File: src/rtl/dual_tone_detector_if.sv
// Signal bundle between the frequency analyzer manager and dual_tone_detector.
// Carries the sample/control levels in, the accumulated tone times out, and the FSM state for debug.
interface dual_tone_detector_if;
    // No valid/ready handshake: every signal is a level, sampled or updated on each rising clock edge.
    logic        sample_data;
    logic        enable;
    logic        clear;
    logic [31:0] f0_value;
    logic [31:0] f1_value;
    logic        f0_active;
    logic        f1_active;
    logic [1:0]  dbg_state;

    modport master (
        output sample_data, enable, clear,
        input  f0_value, f1_value, f0_active, f1_active, dbg_state
    );

    modport slave (
        input  sample_data, enable, clear,
        output f0_value, f1_value, f0_active, f1_active, dbg_state
    );
endinterface

File: src/rtl/dual_tone_detector.sv
// Measures the rising-edge period of a 1-bit sample stream, classifies it as tone F0/F1 and accumulates tone time.
// Optional macro DUAL_TONE_DETECTOR_GLITCH_FILTER_EN adds a GLITCH_CYCLES stable-level filter before edge detection.
module dual_tone_detector #(
    parameter int unsigned FREQUENCY0           = 5000,
    parameter int unsigned FREQUENCY1           = 10000,
    parameter int unsigned FREQUENCY0_DEVIATION = 20,
    parameter int unsigned FREQUENCY1_DEVIATION = 20,
    parameter int unsigned CLOCK_FREQUENCY      = 100000000,
    parameter int unsigned GLITCH_CYCLES        = 4
) (
    input  logic                  s00_axi_aclk,
    input  logic                  s00_axi_aresetn,
    dual_tone_detector_if.slave   bus
);
    localparam logic [31:0] P0_MIN    = 32'(CLOCK_FREQUENCY / (FREQUENCY0 + FREQUENCY0_DEVIATION));
    localparam logic [31:0] P0_MAX    = 32'(CLOCK_FREQUENCY / (FREQUENCY0 - FREQUENCY0_DEVIATION));
    localparam logic [31:0] P1_MIN    = 32'(CLOCK_FREQUENCY / (FREQUENCY1 + FREQUENCY1_DEVIATION));
    localparam logic [31:0] P1_MAX    = 32'(CLOCK_FREQUENCY / (FREQUENCY1 - FREQUENCY1_DEVIATION));
    localparam logic [31:0] P_TIMEOUT = (P0_MAX > P1_MAX) ? P0_MAX : P1_MAX;
    localparam logic [31:0] P_EXPIRE  = P_TIMEOUT + 32'd1;

    typedef enum logic [1:0] {
        ST_IDLE    = 2'd0,
        ST_ARM     = 2'd1,
        ST_MEASURE = 2'd2
    } state_t;

    function automatic logic [31:0] sat_add(input logic [31:0] a, input logic [31:0] b);
        logic [32:0] sum;
        sum = {1'b0, a} + {1'b0, b};
        return sum[32] ? 32'hFFFF_FFFF : sum[31:0];
    endfunction

    logic sync1_q, sync2_q, prev_q, edge_q;
    logic level;

`ifdef DUAL_TONE_DETECTOR_GLITCH_FILTER_EN
    localparam int unsigned RUN_W = $clog2(GLITCH_CYCLES + 1);
    logic             filt_q;
    logic [RUN_W-1:0] run_q;

    // A new level is adopted only after GLITCH_CYCLES consecutive disagreeing samples.
    always_ff @(posedge s00_axi_aclk) begin
        if (!s00_axi_aresetn) begin
            filt_q <= 1'b0;
            run_q  <= '0;
        end else if (sync2_q == filt_q) begin
            run_q <= '0;
        end else if (run_q == RUN_W'(GLITCH_CYCLES - 1)) begin
            filt_q <= sync2_q;
            run_q  <= '0;
        end else begin
            run_q <= run_q + RUN_W'(1);
        end
    end
    assign level = filt_q;
`else
    assign level = sync2_q;
`endif

    always_ff @(posedge s00_axi_aclk) begin
        if (!s00_axi_aresetn) begin
            sync1_q <= 1'b0;
            sync2_q <= 1'b0;
            prev_q  <= 1'b0;
            edge_q  <= 1'b0;
        end else begin
            sync1_q <= bus.sample_data;
            sync2_q <= sync1_q;
            prev_q  <= level;
            edge_q  <= level & ~prev_q;
        end
    end

    state_t      state_q, state_d;
    logic [31:0] cnt_q, cnt_d;
    logic        hit_q, hit_d;
    logic [31:0] per_q, per_d;
    logic [31:0] f0_value_q, f0_value_d;
    logic [31:0] f1_value_q, f1_value_d;
    logic        f0_active_q, f0_active_d;
    logic        f1_active_q, f1_active_d;

    always_ff @(posedge s00_axi_aclk) begin
        if (!s00_axi_aresetn) begin
            state_q     <= ST_IDLE;
            cnt_q       <= '0;
            hit_q       <= 1'b0;
            per_q       <= '0;
            f0_value_q  <= '0;
            f1_value_q  <= '0;
            f0_active_q <= 1'b0;
            f1_active_q <= 1'b0;
        end else begin
            state_q     <= state_d;
            cnt_q       <= cnt_d;
            hit_q       <= hit_d;
            per_q       <= per_d;
            f0_value_q  <= f0_value_d;
            f1_value_q  <= f1_value_d;
            f0_active_q <= f0_active_d;
            f1_active_q <= f1_active_d;
        end
    end

    always_comb begin
        state_d     = state_q;
        cnt_d       = cnt_q;
        hit_d       = 1'b0;
        per_d       = per_q;
        f0_value_d  = f0_value_q;
        f1_value_d  = f1_value_q;
        f0_active_d = f0_active_q;
        f1_active_d = f1_active_q;

        // A period captured on the previous clock is classified here; F0 wins on overlap.
        if (hit_q) begin
            if (per_q >= P0_MIN && per_q <= P0_MAX) begin
                f0_value_d  = sat_add(f0_value_q, per_q);
                f0_active_d = 1'b1;
                f1_active_d = 1'b0;
            end else if (per_q >= P1_MIN && per_q <= P1_MAX) begin
                f1_value_d  = sat_add(f1_value_q, per_q);
                f1_active_d = 1'b1;
                f0_active_d = 1'b0;
            end else begin
                f0_active_d = 1'b0;
                f1_active_d = 1'b0;
            end
        end

        case (state_q)
            ST_IDLE: begin
                cnt_d = '0;
                if (bus.enable) state_d = ST_ARM;
            end
            ST_ARM: begin
                if (edge_q) begin
                    cnt_d   = 32'd1;
                    state_d = ST_MEASURE;
                end
            end
            ST_MEASURE: begin
                if (edge_q) begin
                    hit_d = 1'b1;
                    per_d = cnt_q;
                    cnt_d = 32'd1;
                end else begin
                    cnt_d = (cnt_q == 32'hFFFF_FFFF) ? cnt_q : cnt_q + 32'd1;
                    if (cnt_q == P_EXPIRE) begin
                        f0_active_d = 1'b0;
                        f1_active_d = 1'b0;
                    end
                end
            end
            default: state_d = ST_IDLE;
        endcase

        if (!bus.enable) begin
            state_d = ST_IDLE;
            cnt_d   = '0;
            hit_d   = 1'b0;
        end

        if (bus.clear) begin
            f0_value_d  = '0;
            f1_value_d  = '0;
            f0_active_d = 1'b0;
            f1_active_d = 1'b0;
            cnt_d       = '0;
            hit_d       = 1'b0;
            state_d     = bus.enable ? ST_ARM : ST_IDLE;
        end
    end

    assign bus.f0_value  = f0_value_q;
    assign bus.f1_value  = f1_value_q;
    assign bus.f0_active = f0_active_q;
    assign bus.f1_active = f1_active_q;
    assign bus.dbg_state = state_q;
endmodule

File: src/flat_wrapper.sv
// flat-port wrapper written by rule: the top's interface ports become plain ports
module dual_tone_detector_flat 
#(
    parameter int unsigned FREQUENCY0           = 5000,
    parameter int unsigned FREQUENCY1           = 10000,
    parameter int unsigned FREQUENCY0_DEVIATION = 20,
    parameter int unsigned FREQUENCY1_DEVIATION = 20,
    parameter int unsigned CLOCK_FREQUENCY      = 100000000,
    parameter int unsigned GLITCH_CYCLES        = 4
)
  (s00_axi_aclk, s00_axi_aresetn, bus_sample_data, bus_enable, bus_clear, bus_f0_value, bus_f1_value, bus_f0_active, bus_f1_active, bus_dbg_state);
  dual_tone_detector_if bus_i ();
  input  logic s00_axi_aclk;
  input  logic s00_axi_aresetn;
  input wire logic [$bits(bus_i.sample_data)-1:0] bus_sample_data;
  input wire logic [$bits(bus_i.enable)-1:0] bus_enable;
  input wire logic [$bits(bus_i.clear)-1:0] bus_clear;
  output wire logic [$bits(bus_i.f0_value)-1:0] bus_f0_value;
  output wire logic [$bits(bus_i.f1_value)-1:0] bus_f1_value;
  output wire logic [$bits(bus_i.f0_active)-1:0] bus_f0_active;
  output wire logic [$bits(bus_i.f1_active)-1:0] bus_f1_active;
  output wire logic [$bits(bus_i.dbg_state)-1:0] bus_dbg_state;
  assign bus_i.sample_data = bus_sample_data;
  assign bus_i.enable = bus_enable;
  assign bus_i.clear = bus_clear;
  assign bus_f0_value = bus_i.f0_value;
  assign bus_f1_value = bus_i.f1_value;
  assign bus_f0_active = bus_i.f0_active;
  assign bus_f1_active = bus_i.f1_active;
  assign bus_dbg_state = bus_i.dbg_state;
  dual_tone_detector #(.FREQUENCY0(FREQUENCY0), .FREQUENCY1(FREQUENCY1), .FREQUENCY0_DEVIATION(FREQUENCY0_DEVIATION), .FREQUENCY1_DEVIATION(FREQUENCY1_DEVIATION), .CLOCK_FREQUENCY(CLOCK_FREQUENCY), .GLITCH_CYCLES(GLITCH_CYCLES)) u_core (.s00_axi_aclk(s00_axi_aclk), .s00_axi_aresetn(s00_axi_aresetn), .bus(bus_i));
endmodule
File: config.mk
export PLATFORM = sky130hd
export DESIGN_NAME = dual_tone_detector_flat
export DESIGN_NICKNAME = d
export VERILOG_FILES = /design/src/rtl/dual_tone_detector_if.sv /design/src/rtl/dual_tone_detector.sv /design/src/flat_wrapper.sv
export SDC_FILE = /design/constraint.sdc
export NUM_CORES = 1
export LEC_CHECK = 0
export ABC_CLOCK_PERIOD_IN_PS = 6800
export BUFFER_PORTS_ARGS = -buffer_cell sky130_fd_sc_hd__buf_2
export CORE_MARGIN = 4
export CORE_UTILIZATION = 63
export CTS_BUF_LIST = sky130_fd_sc_hd__clkbuf_16
export DETAILED_ROUTE_END_ITERATION = 7
export GPL_ROUTABILITY_DRIVEN = 1
export PLACE_DENSITY = 0.84
export SLEW_MARGIN = 5
export SYNTH_ARGS = -nofsm -noshare
export SYNTH_HDL_FRONTEND = slang
export SYNTH_SLANG_ARGS = --single-unit
File: constraint.sdc
create_clock -name s00_axi_aclk -period 6.8 [get_ports s00_axi_aclk]
set_input_delay 0.68 -clock s00_axi_aclk [delete_from_list [all_inputs] [get_ports s00_axi_aclk]]
set_output_delay 0.68 -clock s00_axi_aclk [all_outputs]
set_load 0.05 [all_outputs]
==> metrics.csv <==
stage;metric;value;unit
placement;Port Buffers;72;
power;Seq pwr share;45.0;%
worst_setup_path;crit path kind;reg2reg;
floorplan;Die Height;124;um
synthesis;Synthesis Warnings;0;
layout;FF/Latch Area;2740;sq um
global_route;GR Util met1;37.2;%
timing;min Tclk post-route;3.80;ns
floorplan;Core Area;13200;sq um
routing;Post-Route WL;21900;um
timing;pin slew with the least headroom to its limit;1.10;ns
floorplan;Die Area;15500;sq um
floorplan;I/O Pins;73;
clocking;root buffer cell;clkbuf_16;
synthesis;top cell type's share of synthesized area;32.1;%
synthesis;synth cell count leaders;137 x dfxtp_1, 125 x a21oi_1, 114 x nand2_1;
routing;Via-to-Cell Ratio;6.20;
global_route;remaining global-route overflow;0;
routing;first-pass detailed-route iteration total;5;
outcome;status;finished, final reports clean;
global_route;total global-route track usage;27.8;%
routing;routed vias;8016;
synthesis;cells after synthesis;1051;
synthesis;sequential area share after synthesis;32.1;%
worst_setup_path;CP Capture Type;register;
clocking;Worst-path clk slew;0.06;ns
timing;final setup violation count;0;
layout;layout cells sized above 1;11.9;%
synthesis;Yosys reg bits;137;
worst_setup_path;critical path launch point type;register;
global_route;initial antenna violation count;0;
power;Power Dens Cells;187;nW/um^2
worst_hold_path;class of the worst hold path;reg2reg;
power;NetSw;420;uW
routing;Wirelength per Cell;17.0;um
synthesis;synth top area cells;dfxtp_1 32%, ha_1 10%, a21oi_1 7.3%, o21ai_0 5.7%, xor2_1 5.1%;
routing;Final ANT Viol Nets;0;
worst_setup_path;WP data arrival;4.07;ns
synthesis;Syn Nets;1128;
synthesis;mapped cell area;8550;sq um
power;Static Leak;0.00406;uW
synthesis;syn avg cell area;8.13;sq um
layout;synthesis-to-layout area growth;11.9;%
synthesis;Async SR Flop Fraction;0;%
flow_run;total of max-cap violations;0;
routing;starting DRC count in detailed routing;545;
layout;Inserted Diodes;0;
synthesis;synth unique cells;64;
timing;Setup Skew;0.00797;ns
timing;RSZ-0062 raised after global routing;false;
routing;drt drc;0;
timing;f_max;263;MHz
synthesis;top-count cell post-synth;dfxtp_1;
worst_setup_path;CP required;7.07;ns
placement;Final Wtd Congestion;0.905;
power;P_int;1370;uW
synthesis;Primary FF master, synth;dfxtp_1;
placement;placed cell count;1261;
global_route;Top Usage Layer GRT;met2;
clocking;worst skew pair latency;0.43;ns
floorplan;starting density of the core;64.6;%
placement;dpl hpwl;15700;um
timing;fin crit share;55.9;%
clocking;number of buffers created by CTS;17;
clocking;Sink Count;137;
timing;max_slew headroom;26.7;%
clocking;# hold bufs at CTS;0;
clocking;CTS tree;built;
clocking;CTS resizes;0;
layout;Multi-input gate area;5530;sq um
timing;Final Slew Violations;0;
worst_setup_path;CP max FO;28;
power;combinational fraction of design power;1.5;%
floorplan;chip width;124;um
timing;setup TNS;0;ns
timing;Final Hold Fails;0;
global_route;met3 track demand over resource;5.36;%
layout;non-filler cells, final;1293;
synthesis;Post-synth EDFFs;0;
power;Clock power frac;53.5;%
floorplan;row count;42;
global_route;global-route wire length before repair;36100;um
clocking;CTS max path bufs;2;
power;VDD IR-drop max;0.195;mV
layout;nets;1181;
layout;Fillers;1054;
global_route;largest net degree at the start of global routing;67;
synthesis;cell taking the most area after synthesis;dfxtp_1;
global_route;vias in the first global route;7446;
global_route;M2 GR Usage;45.3;%
clocking;Setup Fix Bufs, Post-CTS;0;
power;Sw Ratio;23.5;%
clocking;H-tree depth;4;
==> sequential cells by signal (all words and copies together) (netlist names) <==
name                  cells
u_core.bus.f0_value      32
u_core.bus.f1_value      32
u_core.cnt_q             32
u_core.per_q             32
u_core.bus.dbg_state      2
u_core.bus.f0_active      1
u_core.bus.f1_active      1
u_core.edge_q             1
u_core.hit_q              1
u_core.level              1
u_core.prev_q             1
u_core.sync1_q            1
==> power by group through the flow <==
stage | registers (uW) | logic, uW | clock network (uW)
after floorplan | 824 | 17.6 | 0
after global placement | 823 | 25.8 | 0
after detailed placement | 823 | 26.5 | 0
after CTS | 805 | 26.6 | 961
after global routing | 804 | 29.1 | 996
final | 805 | 26.3 | 956
==> worst paths after layout <==
path | startpoint | to | slack (ns) | depth (start not counted)
worst max-delay path | u_core.per_q[0]$_SDFFE_PN0P_ | u_core.bus.f0_value[30]$_SDFFE_PP0P_ | 3.00 | 11
worst max register to register | u_core.per_q[0]$_SDFFE_PN0P_ | u_core.bus.f0_value[30]$_SDFFE_PP0P_ | 3.00 | 11
worst min-delay path | u_core.prev_q$_SDFF_PN0_ | u_core.edge_q$_SDFF_PN0_ | 0.38 | 1
worst min register to register | u_core.prev_q$_SDFF_PN0_ | u_core.edge_q$_SDFF_PN0_ | 0.38 | 1
==> worst max-delay path, cell delays in order (launching register included) <==
cell	delay [ns]
dfxtp_1	0.36
ha_1	0.25
fa_1	0.43
a211o_1	0.31
a211oi_2	0.24
o21ai_1	0.13
nand2_2	0.12
o31ai_2	0.09
a221o_2	0.41
a41oi_2	0.25
o211a_1	0.85
a21oi_1	0.20
==> placed cells by master (no fill, tap or decap), types with 4 or more instances in the layout <==
cell type  count
a21o_1        24
and2_1         7
nor3_1        12
inv_6          6
nor2b_1       10
a211oi_1       7
o221a_2        5
or2_2          4
nand2_1      114
a21oi_1      124
buf_4          4
nor2_1        77
inv_1         21
o31ai_1        6
nand4_1       18
o21ai_0       97
buf_2         72
o21bai_1      10
a21boi_0      35
ha_1          70
a41oi_1        8
and4_1         4
nand3_1       31
nor4b_1        4
xor2_1        50
clkbuf_16     17
o21a_1         7
dfxtp_1      137
o211ai_1       8
and3_1        11
nand2b_1       7
xnor2_1       27
nand3b_1       7
nor4_1        15
==> metrics by stage <==
step | util [%] | setup slack, ns | power [uW] | cell area [sq um] | hold WS, ns
floorplan | - | 3.56 | 842 | 8550 | 0.367
global placement | 67.7 | 3.16 | 848 | 8960 | 0.372
detailed placement | 67.7 | 3.05 | 849 | 8960 | 0.374
CTS | 72.3 | 2.99 | 1790 | 9570 | 0.384
global route | 72.3 | 2.81 | 1830 | 9570 | 0.396
finish | 72.3 | 3.00 | 1790 | 9570 | 0.383
==> cell families (layout without fill, tap and decap cells) <==
kind of cell | after synthesis | after routing | share of synthesized area [%]
fa+ha+maj | 72 | 72 | 10.7
simple gates | 336 | 336 | 19.1
compound gates | 364 | 364 | 26.7
xor+xnor | 77 | 77 | 7.89
flops | 137 | 137 | 32.1
buf+inv | 63 | 129 | 3.32
mux | 2 | 2 | 0.234
==> metal layers <==
metal | share of wire, % | up-vias
met1 | 45 | 3767
met5 | 0 | -
li1 | - | 3962
met4 | 1.5 | 0
met2 | 46 | 253
met3 | 6.9 | 34
==> area by class of cell <==
| cell class | count | share of cell area (%) |
|---|---|---|
| Multi-Input combinational cell | 851 | 57.8 |
| Sequential cell | 137 | 28.7 |
| Clock buffer | 17 | 4.45 |
| Inverter | 21 | 0.824 |
| Timing Repair Buffer | 76 | 4.08 |
| Clock inverter | 15 | 1.86 |
| Tap cell | 176 | 2.30 |
Note: power is estimated with default switching activity, not from simulation.
